**config.mk**
```make
export PLATFORM = sky130hd
export DESIGN_NAME = fifo_param_flags
export DESIGN_NICKNAME = d
export VERILOG_FILES = /design/src/rtl/fifo_param_flags_pkg.sv /design/src/rtl/fifo_ram_dp.sv /design/src/rtl/fifo_param_flags.sv
export SDC_FILE = /design/constraint.sdc
export NUM_CORES = 1
export LEC_CHECK = 0
export BUFFER_PORTS_ARGS = -buffer_cell sky130_fd_sc_hd__buf_2
export CAP_MARGIN = 15
export CORE_AREA = 2 2 75 77
export CTS_CLUSTER_DIAMETER = 100
export DETAILED_ROUTE_END_ITERATION = 12
export DIE_AREA = 0 0 77 79
export MAX_ROUTING_LAYER = met4
export PLACE_DENSITY_LB_ADDON = 0.1
export RECOVER_POWER = 25
export SLEW_MARGIN = 5
export SYNTH_ARGS = -nofsm -noshare
export SYNTH_HDL_FRONTEND = slang
export SYNTH_SLANG_ARGS = --single-unit
```
**constraint.sdc**
```tcl
create_clock -name clk -period 2.05 [get_ports clk]
set_clock_uncertainty 0.05 [all_clocks]
set_input_delay 0.205 -clock clk [delete_from_list [all_inputs] [get_ports clk]]
set_output_delay 0.205 -clock clk [all_outputs]
set_load 0.02 [all_outputs]
```
**src/rtl/fifo_param_flags_pkg.sv**
```systemverilog
// Shared defaults and helpers for the parametrised lane FIFO.
package fifo_param_flags_pkg;

    localparam int DEF_DATA_W = 8;
    localparam int DEF_ADDR_W = 2;

    // Number of storage entries addressed by a pointer of the given width.
    function automatic int depth_of(input int addr_w);
        return 1 << addr_w;
    endfunction

endpackage

```
**src/rtl/fifo_ram_dp.sv**
```systemverilog
// Dual-port storage: synchronous write, registered read. The array itself is
// never reset; only the read-data register is, so data_out starts at zero.
module fifo_ram_dp
    import fifo_param_flags_pkg::*;
#(
    parameter int DATA_W = DEF_DATA_W,
    parameter int ADDR_W = DEF_ADDR_W
) (
    input  logic              clk,
    input  logic              reset,
    input  logic              we,
    input  logic [ADDR_W-1:0] waddr,
    input  logic [DATA_W-1:0] wdata,
    input  logic              re,
    input  logic [ADDR_W-1:0] raddr,
    output logic [DATA_W-1:0] rdata
);

    localparam int DEPTH = depth_of(ADDR_W);

    logic [DATA_W-1:0] mem [DEPTH];

    // Storage write; no reset so it maps onto plain flops/RAM.
    always_ff @(posedge clk) begin
        if (we) begin
            mem[waddr] <= wdata;
        end
    end

    // Registered read; holds its value when no read is accepted.
    always_ff @(posedge clk or negedge reset) begin
        if (!reset) begin
            rdata <= '0;
        end else if (re) begin
            rdata <= mem[raddr];
        end
    end

endmodule

```
**src/rtl/fifo_param_flags.sv**
```systemverilog
// Lane-buffer FIFO: pointers, occupancy count, decoded flags, sticky errors.
// A read and write in the same cycle while full are both accepted because the
// read frees the slot the write lands in; the RAM read returns the old word.
module fifo_param_flags
    import fifo_param_flags_pkg::*;
#(
    parameter int DATA_W = DEF_DATA_W,
    parameter int ADDR_W = DEF_ADDR_W,
    parameter int AF_TH  = 3,
    parameter int AE_TH  = 1
) (
    input  logic              clk,
    input  logic              reset,
    input  logic              write,
    input  logic              read,
    input  logic [DATA_W-1:0] data_in,
    output logic [DATA_W-1:0] data_out,
    output logic              valid_out,
    output logic [ADDR_W:0]   fifo_count,
    output logic              full,
    output logic              empty,
    output logic              almost_full,
    output logic              almost_empty,
    output logic              overflow,
    output logic              underflow
);

    localparam int              CNT_W   = ADDR_W + 1;
    localparam int              DEPTH   = depth_of(ADDR_W);
    localparam logic [CNT_W-1:0] DEPTH_C = CNT_W'(DEPTH);
    localparam logic [CNT_W-1:0] AF_C    = CNT_W'(AF_TH);
    localparam logic [CNT_W-1:0] AE_C    = CNT_W'(AE_TH);

    logic [ADDR_W-1:0] wr_ptr;
    logic [ADDR_W-1:0] rd_ptr;
    logic              rd_acc;
    logic              wr_acc;

    // Flags decode straight from the registered count.
    always_comb begin
        full         = (fifo_count == DEPTH_C);
        empty        = (fifo_count == '0);
        almost_full  = (fifo_count >= AF_C);
        almost_empty = (fifo_count <= AE_C);
        rd_acc       = read & ~empty;
        wr_acc       = write & (~full | rd_acc);
    end

    // Pointer advance; ADDR_W-bit pointers wrap on their own.
    always_ff @(posedge clk or negedge reset) begin
        if (!reset) begin
            wr_ptr <= '0;
            rd_ptr <= '0;
        end else begin
            if (wr_acc) wr_ptr <= wr_ptr + 1'b1;
            if (rd_acc) rd_ptr <= rd_ptr + 1'b1;
        end
    end

    // Occupancy: simultaneous push and pop leave it unchanged.
    always_ff @(posedge clk or negedge reset) begin
        if (!reset) begin
            fifo_count <= '0;
        end else begin
            case ({wr_acc, rd_acc})
                2'b10:   fifo_count <= fifo_count + 1'b1;
                2'b01:   fifo_count <= fifo_count - 1'b1;
                default: fifo_count <= fifo_count;
            endcase
        end
    end

    // Read-valid strobe and sticky error flags; errors never gate traffic.
    always_ff @(posedge clk or negedge reset) begin
        if (!reset) begin
            valid_out <= 1'b0;
            overflow  <= 1'b0;
            underflow <= 1'b0;
        end else begin
            valid_out <= rd_acc;
            if (write && !wr_acc) overflow  <= 1'b1;
            if (read && empty)    underflow <= 1'b1;
        end
    end

    fifo_ram_dp #(
        .DATA_W (DATA_W),
        .ADDR_W (ADDR_W)
    ) u_ram (
        .clk   (clk),
        .reset (reset),
        .we    (wr_acc),
        .waddr (wr_ptr),
        .wdata (data_in),
        .re    (rd_acc),
        .raddr (rd_ptr),
        .rdata (data_out)
    );

endmodule

```
Yosys cells after proc, flatten, opt, wreduce, memory -nomap -nowiden

Memories as Yosys holds them, arrays and structs flattened. A register that Yosys moved wholly into a read port is not among the register bits.
Cells that the tools add are included.

Register bits: 10
Memory bits (writable): 32
Bits of input ports: 12
Output and inout bits: 18
Word-level logic and storage cells: 30
Memories: 1

Memory list:

| name      | depth | bits a word | rd ports | clocked after Yosys merged registers in | write ports | line              | RTL |
|---|---|---|---|---|---|---|---|
| u_ram.mem | 4     | 8           | 1        | 1                                       | 1           | fifo_ram_dp.sv:21 | `logic [DATA_W-1:0] mem [DEPTH];` |

Add/sub/neg operators: 4
Order comparisons: 2
Equal/unequal tests: 3
Multiplexer cells: 3
Bitwise logic cells: 5
Reduce and logical (&&, ||, !) cells: 6

Operator list:

| operator                                                          | count |
|---|---|
| one-hot mux 3 bit (2 select lines)                                | 1 |
| adder 2 x 1 -> 2 bit, second input constant                       | 2 |
| adder 3 x 1 -> 3 bit, second input constant                       | 1 |
| equality test 3 bit, second input constant                        | 1 |
| greater-or-equal comparator 3 x 2 -> 1 bit, second input constant | 1 |
| less-or-equal comparator 3 x 1 -> 1 bit, second input constant    | 1 |
| logical NOT 3 bit                                                 | 1 |
| subtractor 3 x 1 -> 3 bit, second input constant                  | 1 |
| bitwise AND 1 bit                                                 | 2 |
| equality test 2 x 1 -> 1 bit, second input constant               | 1 |
| equality test 2 bit, second input constant                        | 1 |
| logical AND 1 bit                                                 | 2 |
| logical NOT 1 bit                                                 | 2 |
| two-way mux 1 bit                                                 | 2 |
| NOT 1 bit                                                         | 2 |
| nonzero test 2 bit                                                | 1 |
| bitwise OR 1 bit                                                  | 1 |

Longest topological paths before layout

Gate-level depths: netlist of run 1.

Word-level depth: 7
Gate-level depth with buffers: 9

Modules after synthesis

Synthesis of run 1 repeated with hierarchy kept, for this count alone.

Cell total of the unflattened synthesis: 146
Area, all modules: 2150.8 um^2

By module, submodules not included:

| module           | times used | cells each | area an instance (um^2) | seq. area each (um^2) |
|---|---|---|---|---|
| fifo_ram_dp      | 1          | 82         | 1516.5                  | 1161.1 |
| fifo_param_flags | 1          | 64         | 634.4                   | 250.2 |

Least setup slack after synthesis of run 1

OpenSTA, ideal clock, no wires.

Path type: reg2reg
Start: reg fifo_count[0]
End: reg fifo_count[2]
Library setup time: 0.127 ns
Arrival: 1.769 ns
Setup slack: 0.104 ns
Stages on the path, launching flop included: 9
Buffers on the path: 0
Period minus slack after synthesis: 1.946 ns
Cell sequence: dfrtp_1 inv_1 ha_1 nand2b_1 nand2_1 inv_1 ha_1 a21oi_1 o22ai_1

Word-level cells in the longest chain between the ends: 7

RTL lines:

| what                                                                     | line                   | RTL |
|---|---|---|
| start: declaration                                                       | fifo_param_flags.sv:19 | `output logic [ADDR_W:0] fifo_count,` |
| start signal: assignment                                                 | fifo_param_flags.sv:66 | `2'b10: fifo_count <= fifo_count + 1'b1;` |
| start signal: assignment                                                 | fifo_param_flags.sv:67 | `2'b01: fifo_count <= fifo_count - 1'b1;` |
| start signal: assignment                                                 | fifo_param_flags.sv:68 | `default: fifo_count <= fifo_count;` |
| logical NOT 3 bit *                                                      | fifo_param_flags.sv:42 | `empty = (fifo_count == '0);` |
| NOT 1 bit *                                                              | fifo_param_flags.sv:45 | `rd_acc = read & ~empty;` |
| bitwise AND 1 bit *                                                      | fifo_param_flags.sv:45 |  |
| named net rd_acc                                                         | fifo_param_flags.sv:36 | `logic rd_acc;` |
| bitwise OR 1 bit                                                         | fifo_param_flags.sv:46 | `wr_acc = write & (~full \| rd_acc);` |
| bitwise AND 1 bit                                                        | fifo_param_flags.sv:46 |  |
| equality test 2 x 1 -> 1 bit or equality test 2 bit (tied branches)      | fifo_param_flags.sv:65 | `case ({wr_acc, rd_acc})` |
| one-hot mux 3 bit (2 select lines) or nonzero test 2 bit (tied branches) | -                      |  |

The timed path passes the listed nets; every way through them passes the cells marked *.
A chain may end at the register's enable or synchronous reset.

Final worst setup path of run 1

Start: reg fifo_count[0]
End: reg fifo_count[2]

Word-level cells in the longest chain between the ends: 7

RTL lines:

| what                                                                     | line |
|---|---|
| logical NOT 3 bit                                                        | fifo_param_flags.sv:42 |
| NOT 1 bit                                                                | fifo_param_flags.sv:45 |
| bitwise AND 1 bit                                                        | fifo_param_flags.sv:45 |
| bitwise OR 1 bit                                                         | fifo_param_flags.sv:46 |
| bitwise AND 1 bit                                                        | fifo_param_flags.sv:46 |
| equality test 2 x 1 -> 1 bit or equality test 2 bit (tied branches)      | fifo_param_flags.sv:65 |
| one-hot mux 3 bit (2 select lines) or nonzero test 2 bit (tied branches) | - |

Parallel ways exist; a longest one is shown, timed or not.

==> impl_results.html, run 1 <==
<table>
<tr><th>Metric</th><th>Value</th></tr>
<tr><th colspan="2">Worst setup path</th></tr>
<tr><td>Worst setup EP type</td><td>flop</td></tr>
<tr><td>Max FO, Critical Path</td><td>7</td></tr>
<tr><td>Register-to-register path setup slack</td><td>0.19 ns</td></tr>
<tr><td>Arrival @ worst endpoint</td><td>1.99 ns</td></tr>
<tr><td>Critical setup path kind</td><td>reg2reg</td></tr>
<tr><td>Worst setup SP type</td><td>flop</td></tr>
<tr><td>FF-to-FF path depth</td><td>9</td></tr>
<tr><td>Worst endpoint required time</td><td>~2.2 ns</td></tr>
<tr><th colspan="2">Finish</th></tr>
<tr><td>Area overhead of the layout relative to synthesis</td><td>17.2%</td></tr>
<tr><td>Share of cells above drive strength 1</td><td>0.329</td></tr>
<tr><td>Number of antenna repair diodes</td><td>0</td></tr>
<tr><td>Non-filler cells, final</td><td>230</td></tr>
<tr><td>Number of fill cells</td><td>498</td></tr>
<tr><td>Final #Nets</td><td>about 180</td></tr>
<tr><th colspan="2">Floorplanning</th></tr>
<tr><td>Number of top-level design ports</td><td>30</td></tr>
<tr><td>Number of placement rows</td><td>27</td></tr>
<tr><td>Core Region</td><td>about 5300 µm²</td></tr>
<tr><td>Die Width</td><td>77 µm</td></tr>
<tr><td>Die span in y</td><td>79 µm</td></tr>
<tr><td>Starting Density</td><td>0.381</td></tr>
<tr><td>Area of the die</td><td>6080 µm²</td></tr>
<tr><th colspan="2">Min path</th></tr>
<tr><td>Count of cells along the worst hold path</td><td>2</td></tr>
<tr><td>Type of the most critical hold path</td><td>in2reg</td></tr>
<tr><th colspan="2">Power</th></tr>
<tr><td>Total power of the final layout</td><td>3.41 mW</td></tr>
<tr><td>Power density of the placed cells</td><td>1430 nW/µm²</td></tr>
<tr><td>Design internal power</td><td>about 2.2 mW</td></tr>
<tr><td>Static leakage</td><td>about 0.95 nW</td></tr>
<tr><td>Sw Pwr</td><td>1.17 mW</td></tr>
<tr><td>Sequential power share</td><td>0.454</td></tr>
<tr><td>Combinational group share of total power</td><td>0.392</td></tr>
<tr><td>Maximum ir drop on the vdd rail</td><td>445 µV</td></tr>
<tr><td>Part of the total power dissipated in the clock network</td><td>0.155</td></tr>
<tr><td>Switching portion of total power</td><td>0.344</td></tr>
<tr><th colspan="2">GRT</th></tr>
<tr><td>Vias in the first global route</td><td>1090</td></tr>
<tr><td>Pin count of the biggest net entering global routing</td><td>19</td></tr>
<tr><td>Initial antenna violation count</td><td>0</td></tr>
<tr><td>Global route overflow</td><td>0</td></tr>
<tr><td>GRT Util Overall</td><td>0.125</td></tr>
<tr><td>Wire length of the first global-routing pass</td><td>5480 µm</td></tr>
<tr><th colspan="2">Logic synthesis</th></tr>
<tr><td>Avg Synthesized Cell Area</td><td>17.5 µm²</td></tr>
<tr><td>Total of warnings raised by yosys</td><td>0</td></tr>
<tr><td>Total of flip-flops plus latches after synthesis</td><td>50</td></tr>
<tr><td>Net count after synthesis</td><td>138</td></tr>
<tr><td>Post-synthesis sequential area ratio</td><td>0.695</td></tr>
<tr><td>Netlist area before placement</td><td>approximately 2000 µm²</td></tr>
<tr><td>Number of distinct library cells after synthesis</td><td>20</td></tr>
<tr><td>Post-synthesis instance total</td><td>116</td></tr>
<tr><th colspan="2">Timing</th></tr>
<tr><td>Worst slew margin</td><td>0.711</td></tr>
<tr><td>Final-report setup violation count</td><td>0</td></tr>
<tr><td>Hold Fails Final Rpt</td><td>0</td></tr>
<tr><td>Slew at the pin with the worst max-slew slack</td><td>0.434 ns</td></tr>
<tr><td>Pins Over Slew Limit</td><td>0</td></tr>
<tr><td>Setup repair after global routing missed its margin</td><td>no</td></tr>
<tr><td>Highest Clock Rate</td><td>537 MHz</td></tr>
<tr><td>Post-route minimum period</td><td>approximately 1.9 ns</td></tr>
<tr><td>Final clock period utilization by the worst path</td><td>0.909</td></tr>
<tr><td>Final total negative setup slack</td><td>0 ns</td></tr>
<tr><th colspan="2">Clock tree</th></tr>
<tr><td>TritonCTS Buffers</td><td>5</td></tr>
<tr><td>Insertion delay of the later-clocked pin in the worst-skew pair</td><td>0.29 ns</td></tr>
<tr><td>Root Buffer</td><td>sky130_fd_sc_hd__clkbuf_8</td></tr>
<tr><td>Clk slew on worst S/H paths</td><td>0.08 ns</td></tr>
<tr><td>H-tree levels</td><td>2</td></tr>
<tr><td>CTS sink cnt</td><td>50</td></tr>
<tr><td>Maximum clock insertion buffer count</td><td>2</td></tr>
<tr><td>TritonCTS clock tree</td><td>yes</td></tr>
<tr><th colspan="2">Routing</th></tr>
<tr><td>Count of antenna-violating nets left after detailed routing</td><td>0</td></tr>
<tr><td>Iteration-0 DRC Markers</td><td>25</td></tr>
<tr><td>Average detailed-routed wire length per instance</td><td>14.4 µm</td></tr>
<tr><td>Detailed-route DRC error count</td><td>0</td></tr>
<tr><td>Vias/cell</td><td>4.61</td></tr>
<tr><td>Total wire length</td><td>3310 µm</td></tr>
<tr><td>Vias</td><td>1060</td></tr>
<tr><td>First-pass detailed-route iteration total</td><td>2</td></tr>
<tr><th colspan="2">Run</th></tr>
<tr><td>Max cap viols</td><td>0</td></tr>
<tr><th colspan="2">Place</th></tr>
<tr><td>Placed Cells</td><td>221</td></tr>
<tr><td>Routability congestion estimate from global placement</td><td>0.765</td></tr>
<tr><td>Detail Placement HPWL</td><td>2290 µm</td></tr>
<tr><td>Number of port buffers</td><td>29</td></tr>
<tr><th colspan="2">Run status</th></tr>
<tr><td>Outcome</td><td>finished clean</td></tr>
</table>
[repair_timing]
item	in CTS	in global routing
endpoints found under the setup margin	0	3
hold buffers	1	0
hold endpoints to repair	18	0
buffers inserted	0	0
resized for setup	0	2
[synthesized netlist by cell type]
cell,number,area share
sky130_fd_sc_hd__a31oi_1,1,0.0031
sky130_fd_sc_hd__o21a_1,1,0.0037
sky130_fd_sc_hd__a21oi_1,2,0.0049
sky130_fd_sc_hd__nand3_1,1,0.0025
sky130_fd_sc_hd__ha_1,10,0.062
sky130_fd_sc_hd__nand2_1,3,0.0055
sky130_fd_sc_hd__mux4_2,8,0.089
sky130_fd_sc_hd__buf_6,1,0.0055
sky130_fd_sc_hd__clkbuf_1,1,0.0018
sky130_fd_sc_hd__o22ai_1,1,0.0031
sky130_fd_sc_hd__nand2b_1,1,0.0031
sky130_fd_sc_hd__nor2_1,4,0.0074
sky130_fd_sc_hd__edfxtp_1,32,0.47
sky130_fd_sc_hd__o21ai_0,2,0.0049
sky130_fd_sc_hd__mux2_2,9,0.050
sky130_fd_sc_hd__dfrtp_1,18,0.22
sky130_fd_sc_hd__a21o_1,2,0.0074
sky130_fd_sc_hd__xnor2_1,5,0.022
sky130_fd_sc_hd__and2_1,4,0.012
sky130_fd_sc_hd__inv_1,10,0.018
[critical path, stage by stage (launching register included)]
cell and delay [ns]:
sky130_fd_sc_hd__dfrtp_2 0.45, sky130_fd_sc_hd__inv_1 0.12, sky130_fd_sc_hd__ha_1 0.18, sky130_fd_sc_hd__nand2_1 0.09, sky130_fd_sc_hd__o21a_2 0.26, sky130_fd_sc_hd__inv_1 0.07, sky130_fd_sc_hd__ha_1 0.22, sky130_fd_sc_hd__nor2_1 0.06
sky130_fd_sc_hd__a31oi_1 0.15, sky130_fd_sc_hd__o22ai_1 0.09
[sequential cells by signal, summed over array words and instances (netlist names)]
register     cells
u_ram.rdata      8
underflow        1
rd_ptr           2
overflow         1
fifo_count       3
u_ram.mem       32
valid_out        1
wr_ptr           2
[cells by family after synthesis]
kind of cell	count (synthesis)	synth area share
adder cells (fa/ha/maj)	10	0.0616
buffers and inverters	12	0.0259
AND/OR/NAND/NOR	13	0.0308
XOR/XNOR	5	0.0216
flip-flops	50	0.695
multiplexers	17	0.139
AO/OA/AOI/OAI	9	0.0271
[layout by cell type, fill, tap and decap left out, drive strengths merged, types with 3 or more instances in the layout]
cell / Yosys / routed
ha: 10 / 10
and2: 4 / 4
inv: 10 / 10
mux2: 9 / 9
clkbuf: 1 / 14
edfxtp: 32 / 32
nor2: 4 / 4
mux4: 8 / 8
xnor2: 5 / 5
dfrtp: 18 / 18
buf: 1 / 27
nand2: 3 / 3
[power groups by stage]
| stage | clock [mW] | sequential, mW | combinational [mW] |
|---|---|---|---|
| after floorplan | 0 | 1.67 | 0.836 |
| after global placement | 0 | 1.56 | 1.35 |
| after detailed placement | 0 | 1.58 | 1.37 |
| after CTS | 0.559 | 1.55 | 1.38 |
| after global routing | 0.603 | 1.59 | 1.48 |
| final | 0.527 | 1.55 | 1.34 |
[final timing paths]
kind                                                start                        end
max in group asynchronous                           reset  fifo_count[0]$_DFFE_PN0P_
worst min-delay path                                write       overflow$_DFFE_PN0P_
worst max-delay path            fifo_count[0]$_DFFE_PN0P_  fifo_count[2]$_DFFE_PN0P_
worst max register to register  fifo_count[0]$_DFFE_PN0P_  fifo_count[2]$_DFFE_PN0P_
min in group asynchronous                           reset  fifo_count[2]$_DFFE_PN0P_
worst min register to register      underflow$_DFFE_PN0P_      underflow$_DFFE_PN0P_
[metal layers]
layer  track usage  wire length [µm]
met3        0.0398               152
met4        0.0375                15
met5             -                 0
met1         0.145              1400
met2         0.211              1740
[through the flow]
| step | area [µm²] | util | worst slack, ns | hold slack, ns |
|---|---|---|---|---|
| after floorplan | 2030 | - | 0.104 | -0.141 |
| after CTS | 2390 | 0.447 | 0.0861 | 0.0596 |
| after detailed placement | 2300 | 0.430 | 0.104 | 0.124 |
| after global routing | 2380 | 0.446 | 0.0389 | 0.0785 |
| after global placement | 2300 | 0.430 | 0.214 | 0.122 |
| final | 2380 | 0.446 | 0.187 | 0.0795 |
[layout make-up]
| cell class | count | area (µm²) | share of cell area |
|---|---|---|---|
| Clock buffer | 6 | 72.6 | 0.0305 |
| Sequential cell | 50 | 1410 | 0.593 |
| Clock inverter | 2 | 8.76 | 0.00368 |
| Timing Repair Buffer | 36 | 190 | 0.0799 |
| Multi-Input combinational cell | 54 | 569 | 0.239 |
| Inverter | 10 | 37.5 | 0.0158 |
| Tap cell | 72 | 90.1 | 0.0378 |
(Power assumes the default switching activity.)
==> run 2, diff against run 1 <==
--- a/config.mk
+++ b/config.mk
@@ -5,7 +5,7 @@
 export SDC_FILE = /design/constraint.sdc
 export NUM_CORES = 1
 export LEC_CHECK = 0
-export BUFFER_PORTS_ARGS = -buffer_cell sky130_fd_sc_hd__buf_2
+export BUFFER_PORTS_ARGS = -buffer_cell sky130_fd_sc_hd__clkbuf_2
 export CAP_MARGIN = 15
 export CORE_AREA = 2 2 75 77
 export CTS_CLUSTER_DIAMETER = 100
@@ -14,6 +14,7 @@
 export MAX_ROUTING_LAYER = met4
 export PLACE_DENSITY_LB_ADDON = 0.1
 export RECOVER_POWER = 25
+export SETUP_SLACK_MARGIN = 0.05
 export SLEW_MARGIN = 5
 export SYNTH_ARGS = -nofsm -noshare
 export SYNTH_HDL_FRONTEND = slang
==> impl_results.html, run 2 (synthesis gave the netlist of run 1 again) <==
<table>
<tr><th>Metric</th><th>Value</th></tr>
<tr><th colspan="2">GRT</th></tr>
<tr><td>Pin count of the biggest net entering global routing</td><td>19</td></tr>
<tr><td>Initial antenna violation count</td><td>0</td></tr>
<tr><td>GRT Util Overall</td><td>0.129</td></tr>
<tr><td>Wire length of the first global-routing pass</td><td>roughly 5600 µm</td></tr>
<tr><td>Vias in the first global route</td><td>roughly 1100</td></tr>
<tr><td>Global route overflow</td><td>0</td></tr>
<tr><th colspan="2">Floorplanning</th></tr>
<tr><td>Core Region</td><td>between 5000 and 6000 µm²</td></tr>
<tr><td>Number of placement rows</td><td>27</td></tr>
<tr><td>Area of the die</td><td>roughly 6000 µm²</td></tr>
<tr><td>Starting Density</td><td>0.381</td></tr>
<tr><td>Die Width</td><td>between 70 and 80 µm</td></tr>
<tr><td>Die span in y</td><td>roughly 79 µm</td></tr>
<tr><td>Number of top-level design ports</td><td>30</td></tr>
<tr><th colspan="2">Routing</th></tr>
<tr><td>Total wire length</td><td>3410 µm</td></tr>
<tr><td>Length of routed met3 wiring</td><td>123 µm</td></tr>
<tr><td>First-pass detailed-route iteration total</td><td>4</td></tr>
<tr><td>Vias</td><td>1056</td></tr>
<tr><td>Vias/cell</td><td>4.57</td></tr>
<tr><td>Average detailed-routed wire length per instance</td><td>14.8 µm</td></tr>
<tr><td>Count of antenna-violating nets left after detailed routing</td><td>0</td></tr>
<tr><td>Wire length on met2</td><td>1750 µm</td></tr>
<tr><td>Routed length on met1</td><td>1510 µm</td></tr>
<tr><td>Detailed-route DRC error count</td><td>0</td></tr>
<tr><td>Highest metal layer used by the detailed router</td><td>met4</td></tr>
<tr><td>Iteration-0 DRC Markers</td><td>27</td></tr>
<tr><th colspan="2">Timing</th></tr>
<tr><td>Pins Over Slew Limit</td><td>0</td></tr>
<tr><td>Worst slew margin</td><td>0.676</td></tr>
<tr><td>Worst hold margin</td><td>0.0854 ns</td></tr>
<tr><td>Setup repair after global routing missed its margin</td><td>no</td></tr>
<tr><td>Hold Fails Final Rpt</td><td>0</td></tr>
<tr><td>Slew at the pin with the worst max-slew slack</td><td>0.486 ns</td></tr>
<tr><td>Highest Clock Rate</td><td>around 550 MHz</td></tr>
<tr><td>Least setup slack across all paths after layout</td><td>0.246 ns</td></tr>
<tr><td>Post-route minimum period</td><td>1.80 ns</td></tr>
<tr><td>Final-report setup violation count</td><td>0</td></tr>
<tr><td>Final total negative setup slack</td><td>0 ns</td></tr>
<tr><td>Final clock period utilization by the worst path</td><td>0.880</td></tr>
<tr><th colspan="2">Worst setup path</th></tr>
<tr><td>Worst setup EP type</td><td>flop</td></tr>
<tr><td>Worst endpoint required time</td><td>2.18 ns</td></tr>
<tr><td>Slowest stage delay, CP</td><td>roughly 0.42 ns</td></tr>
<tr><td>Crit-path cells</td><td>inv_2, ha_1, nand2_1, o21a_2, inv_1, ha_1, a21oi_1, o22ai_1</td></tr>
<tr><td>Critical setup path kind</td><td>reg2reg</td></tr>
<tr><td>Critical path's most frequent cell</td><td>sky130_fd_sc_hd__ha_1</td></tr>
<tr><td>Max FO, Critical Path</td><td>7</td></tr>
<tr><td>Slowest cell on the critical path</td><td>sky130_fd_sc_hd__dfrtp_1</td></tr>
<tr><td>Arrival @ worst endpoint</td><td>1.94 ns</td></tr>
<tr><td>Worst setup SP type</td><td>flop</td></tr>
<tr><th colspan="2">Run status</th></tr>
<tr><td>Outcome</td><td>finished clean</td></tr>
<tr><th colspan="2">Clock tree</th></tr>
<tr><td>TritonCTS clock tree</td><td>yes</td></tr>
<tr><td>Maximum clock insertion buffer count</td><td>2</td></tr>
<tr><td>Root Buffer</td><td>sky130_fd_sc_hd__clkbuf_8</td></tr>
<tr><td>Post-CTS setup buffer count</td><td>0</td></tr>
<tr><td>Insertion delay of the later-clocked pin in the worst-skew pair</td><td>0.30 ns</td></tr>
<tr><td>TritonCTS Buffers</td><td>5</td></tr>
<tr><td>H-tree levels</td><td>2</td></tr>
<tr><td>Clk slew on worst S/H paths</td><td>0.09 ns</td></tr>
<tr><td>CTS sink cnt</td><td>50</td></tr>
<tr><th colspan="2">Finish</th></tr>
<tr><td>Non-filler cells, final</td><td>231</td></tr>
<tr><td>Area overhead of the layout relative to synthesis</td><td>19.0%</td></tr>
<tr><td>Final #Nets</td><td>180</td></tr>
<tr><td>Max FFs per register</td><td>32</td></tr>
<tr><td>Register with the highest flop count</td><td>u_ram.mem</td></tr>
<tr><td>Share of cells above drive strength 1</td><td>0.340</td></tr>
<tr><td>Number of antenna repair diodes</td><td>0</td></tr>
<tr><td>Utilization after layout</td><td>0.453</td></tr>
<tr><td>Biggest regs</td><td>u_ram.mem (32), u_ram.rdata (8), fifo_count (3)</td></tr>
<tr><td>Post-route cell area</td><td>2420 µm²</td></tr>
<tr><td>Most used cells in the layout excluding fill and tap cells</td><td>sky130_fd_sc_hd__edfxtp_1, sky130_fd_sc_hd__clkbuf_2, sky130_fd_sc_hd__dfrtp_1</td></tr>
<tr><td>Most common cell after layout, fill and taps aside</td><td>sky130_fd_sc_hd__edfxtp_1</td></tr>
<tr><th colspan="2">Power</th></tr>
<tr><td>Total power of the final layout</td><td>3.59 mW</td></tr>
<tr><td>Power density of the placed cells</td><td>roughly 1500 nW/µm²</td></tr>
<tr><td>Maximum ir drop on the vdd rail</td><td>575 µV</td></tr>
<tr><td>Static leakage</td><td>0.971 nW</td></tr>
<tr><th colspan="2">Place</th></tr>
<tr><td>Routability congestion estimate from global placement</td><td>0.718</td></tr>
<tr><td>Placed Cells</td><td>approximately 220</td></tr>
<tr><td>Placed cell areas</td><td>about 2300 µm²</td></tr>
<tr><td>Post-placement setup slack</td><td>about 0.13 ns</td></tr>
<tr><td>Number of port buffers</td><td>29</td></tr>
<tr><td>Detail Placement HPWL</td><td>around 2400 µm</td></tr>
<tr><th colspan="2">Min path</th></tr>
<tr><td>Type of the most critical hold path</td><td>in2reg</td></tr>
<tr><th colspan="2">Run</th></tr>
<tr><td>Max cap viols</td><td>0</td></tr>
</table>
## run 2: where the power goes
part	total [mW]	internal [mW]	switching, mW
registers	1.54	1.38	0.160
clock network	0.674	0.366	0.308
logic	1.37	0.627	0.744
total	3.59	2.38	1.21
## run 2: routing by layer
layer / vias to the layer above / global-route usage
li1: 501 / -
met1: 528 / 0.149
met2: 22 / 0.218
met3: 5 / 0.0386
met4: 0 / 0.0429
met5: - / -
## run 2: cell type report
cell class | instances | area, µm²
clock buffers | 6 | 72.6
clock inverters | 2 | 38.8
fillers | 521 | 2920
inverters | 10 | 37.5
multi-input cells | 54 | 569
flip-flops and latches | 50 | 1410
well taps | 72 | 90.1
repair buffers | 37 | 198
## run 2: what timing repair did
action	in CTS	in global routing
hold endpoints to repair	18	0
setup endpoints to repair	0	2
hold buffers	1	0
resized for setup	0	2
## run 2: path summary, 6_finish.rpt
path | to | startpoint | slack, ns | cells past startpoint
min reg2reg | underflow$_DFFE_PN0P_ | underflow$_DFFE_PN0P_ | 0.42 | 1
min in group asynchronous | fifo_count[0]$_DFFE_PN0P_ | reset | 0.34 | 2
max | fifo_count[2]$_DFFE_PN0P_ | fifo_count[1]$_DFFE_PN0P_ | 0.25 | 8
max reg2reg | fifo_count[2]$_DFFE_PN0P_ | fifo_count[1]$_DFFE_PN0P_ | 0.25 | 8
max in group asynchronous | u_ram.rdata[1]$_DFFE_PN0P_ | reset | 1.28 | 2
min | overflow$_DFFE_PN0P_ | write | 0.09 | 2
## run 2: worst max-delay path: cells and delay by family, from the launching register on
| kind | cells | cell delay, ns |
|---|---|---|
| AO/OA/AOI/OAI | 3 | 0.46 |
| adder cells (fa/ha/maj) | 2 | 0.53 |
| buffers and inverters | 2 | 0.14 |
| flip-flops | 1 | 0.42 |
| AND/OR/NAND/NOR | 1 | 0.09 |
==> run 3, diff against run 2 <==
--- a/config.mk
+++ b/config.mk
@@ -5,12 +5,12 @@
 export SDC_FILE = /design/constraint.sdc
 export NUM_CORES = 1
 export LEC_CHECK = 0
-export BUFFER_PORTS_ARGS = -buffer_cell sky130_fd_sc_hd__clkbuf_2
 export CAP_MARGIN = 15
 export CORE_AREA = 2 2 75 77
 export CTS_CLUSTER_DIAMETER = 100
 export DETAILED_ROUTE_END_ITERATION = 12
 export DIE_AREA = 0 0 77 79
+export DONT_BUFFER_PORTS = 1
 export MAX_ROUTING_LAYER = met4
 export PLACE_DENSITY_LB_ADDON = 0.1
 export RECOVER_POWER = 25
==> impl_results.html, run 3 (synthesis gave the netlist of run 1 again) <==
<table>
<tr><th>Metric</th><th>Value</th></tr>
<tr><th colspan="2">Run status</th></tr>
<tr><td>Outcome</td><td>finished clean</td></tr>
<tr><th colspan="2">Timing</th></tr>
<tr><td>Worst hold margin</td><td>0.0225 ns</td></tr>
<tr><td>Highest Clock Rate</td><td>554 MHz</td></tr>
<tr><td>Final clock period utilization by the worst path</td><td>0.881</td></tr>
<tr><td>Worst slew margin</td><td>0.385</td></tr>
<tr><td>Slew at the pin with the worst max-slew slack</td><td>0.920 ns</td></tr>
<tr><td>Final-report setup violation count</td><td>0</td></tr>
<tr><td>Setup repair after global routing missed its margin</td><td>no</td></tr>
<tr><td>Least setup slack across all paths after layout</td><td>roughly 0.24 ns</td></tr>
<tr><td>Final total negative setup slack</td><td>0 ns</td></tr>
<tr><td>Post-route minimum period</td><td>1.81 ns</td></tr>
<tr><td>Hold Fails Final Rpt</td><td>0</td></tr>
<tr><td>Pins Over Slew Limit</td><td>0</td></tr>
<tr><th colspan="2">GRT</th></tr>
<tr><td>Pin count of the biggest net entering global routing</td><td>19</td></tr>
<tr><td>GRT Util Overall</td><td>0.125</td></tr>
<tr><td>Vias in the first global route</td><td>1046</td></tr>
<tr><td>Initial antenna violation count</td><td>0</td></tr>
<tr><td>Wire length of the first global-routing pass</td><td>5440 µm</td></tr>
<tr><td>Global route overflow</td><td>0</td></tr>
<tr><th colspan="2">Finish</th></tr>
<tr><td>Footprint of the multi-input gates</td><td>569 µm²</td></tr>
<tr><td>Max FFs per register</td><td>32</td></tr>
<tr><td>Register with the highest flop count</td><td>u_ram.mem</td></tr>
<tr><td>Biggest regs</td><td>u_ram.mem (32), u_ram.rdata (8), fifo_count (3)</td></tr>
<tr><td>Most used cells in the layout excluding fill and tap cells</td><td>sky130_fd_sc_hd__edfxtp_1, sky130_fd_sc_hd__dfrtp_1, sky130_fd_sc_hd__dlygate4sd3_1</td></tr>
<tr><td>Number of fill cells</td><td>roughly 500</td></tr>
<tr><td>Non-filler cells, final</td><td>212</td></tr>
<tr><td>Share of cells above drive strength 1</td><td>0.236</td></tr>
<tr><td>Most common cell after layout, fill and taps aside</td><td>sky130_fd_sc_hd__edfxtp_1</td></tr>
<tr><td>Number of antenna repair diodes</td><td>0</td></tr>
<tr><td>Area overhead of the layout relative to synthesis</td><td>16.4%</td></tr>
<tr><td>Total area of sequential cells</td><td>1410 µm²</td></tr>
<tr><td>Final #Nets</td><td>161</td></tr>
<tr><th colspan="2">Routing</th></tr>
<tr><td>Iteration-0 DRC Markers</td><td>17</td></tr>
<tr><td>Total wire length</td><td>roughly 3300 µm</td></tr>
<tr><td>Count of antenna-violating nets left after detailed routing</td><td>0</td></tr>
<tr><td>Vias</td><td>989</td></tr>
<tr><td>Vias/cell</td><td>4.67</td></tr>
<tr><td>Detailed-route DRC error count</td><td>0</td></tr>
<tr><td>First-pass detailed-route iteration total</td><td>4</td></tr>
<tr><td>Average detailed-routed wire length per instance</td><td>15.7 µm</td></tr>
<tr><th colspan="2">Floorplanning</th></tr>
<tr><td>Die Width</td><td>77 µm</td></tr>
<tr><td>Starting Density</td><td>0.381</td></tr>
<tr><td>Number of placement rows</td><td>27</td></tr>
<tr><td>Core Region</td><td>5340 µm²</td></tr>
<tr><td>Number of top-level design ports</td><td>30</td></tr>
<tr><td>Area of the die</td><td>6080 µm²</td></tr>
<tr><td>Die span in y</td><td>between 70 and 80 µm</td></tr>
<tr><th colspan="2">Clock tree</th></tr>
<tr><td>Root Buffer</td><td>sky130_fd_sc_hd__clkbuf_8</td></tr>
<tr><td>H-tree levels</td><td>2</td></tr>
<tr><td>TritonCTS Buffers</td><td>5</td></tr>
<tr><td>Clk slew on worst S/H paths</td><td>0.09 ns</td></tr>
<tr><td>CTS sink cnt</td><td>50</td></tr>
<tr><td>Insertion delay of the later-clocked pin in the worst-skew pair</td><td>0.30 ns</td></tr>
<tr><td>TritonCTS clock tree</td><td>yes</td></tr>
<tr><td>Maximum clock insertion buffer count</td><td>2</td></tr>
<tr><th colspan="2">Worst setup path</th></tr>
<tr><td>Arrival @ worst endpoint</td><td>1.55 ns</td></tr>
<tr><td>Worst setup SP type</td><td>flop</td></tr>
<tr><td>Critical setup path kind</td><td>reg2out</td></tr>
<tr><td>Worst endpoint required time</td><td>1.79 ns</td></tr>
<tr><td>Worst setup EP type</td><td>output pin</td></tr>
<tr><td>Max FO, Critical Path</td><td>4</td></tr>
<tr><th colspan="2">Run</th></tr>
<tr><td>Max cap viols</td><td>0</td></tr>
<tr><th colspan="2">Power</th></tr>
<tr><td>Power density of the placed cells</td><td>approximately 1400 nW/µm²</td></tr>
<tr><td>Total power of the final layout</td><td>3.35 mW</td></tr>
<tr><td>Static leakage</td><td>approximately 0.9 nW</td></tr>
<tr><td>Maximum ir drop on the vdd rail</td><td>about 560 µV</td></tr>
<tr><th colspan="2">Place</th></tr>
<tr><td>Detail Placement HPWL</td><td>about 2300 µm</td></tr>
<tr><td>Number of port buffers</td><td>0</td></tr>
<tr><td>Placed Cells</td><td>between 150 and 200</td></tr>
<tr><td>Routability congestion estimate from global placement</td><td>0.714</td></tr>
<tr><td>Post-placement setup slack</td><td>0.181 ns</td></tr>
<tr><th colspan="2">Min path</th></tr>
<tr><td>Type of the most critical hold path</td><td>in2reg</td></tr>
</table>
==> run 3: cell types whose count changed in the layout (fill, tap and decap cells not counted), sizes merged <==
cell	delta
clkbuf	-30
dlygate4sd3	+10
inv	+2
bufinv	-1
==> run 3: layer usage <==
layer	wire length [µm]	up-vias	GRT usage
met4	24	0	0.0482
met1	1430	500	0.143
met3	151	2	0.0398
li1	-	466	-
met2	1720	21	0.208
met5	0	-	-
==> run 3: final cells by class <==
type                    count  area share
multi-input cells          54       0.241
flip-flops and latches     50       0.597
inverters                  10      0.0159
clock inverters             3      0.0111
well taps                  72      0.0381
repair buffers             18      0.0687
clock buffers               5      0.0291
==> run 3: final timing paths <==
check	startpoint	endpoint	slack [ns]	cells after the start
max	fifo_count[0]$_DFFE_PN0P_	almost_full	0.24	5
max in group asynchronous	reset	wr_ptr[0]$_DFFE_PN0P_	0.96	1
max reg2reg	fifo_count[1]$_DFFE_PN0P_	fifo_count[2]$_DFFE_PN0P_	0.26	8
min reg2reg	wr_ptr[1]$_DFFE_PN0P_	wr_ptr[1]$_DFFE_PN0P_	0.53	1
min	read	rd_ptr[1]$_DFFE_PN0P_	0.02	2
min in group asynchronous	reset	rd_ptr[0]$_DFFE_PN0P_	0.43	1
==> run 3: per-stage QoR <==
step | util | area (µm²)
after floorplan | - | 2030
after global routing | 0.443 | 2370
after CTS | 0.443 | 2360
after detailed placement | 0.405 | 2160
final | 0.443 | 2370
after global placement | 0.405 | 2160
==> run 3: critical path, stage by stage (launching register included) <==
cell and delay (ns):
sky130_fd_sc_hd__dfrtp_1 0.38, sky130_fd_sc_hd__buf_4 0.17, sky130_fd_sc_hd__ha_1 0.21, sky130_fd_sc_hd__ha_1 0.17, sky130_fd_sc_hd__nor2_1 0.08, sky130_fd_sc_hd__o21ai_0 0.25
==> run 3: repair_timing <==
item / CTS / global route
endpoints found under the setup margin: 0 / 1
endpoints found under the hold margin: 53 / 0
gates resized for setup: 0 / 1
setup buffers: 0 / 0
hold buffers: 11 / 0
==> run 3: power breakdown <==
part / switching (mW) / internal (mW)
combinational: 0.560 / 0.538
sequential: 0.286 / 1.38
clock: 0.335 / 0.251
total: 1.18 / 2.17
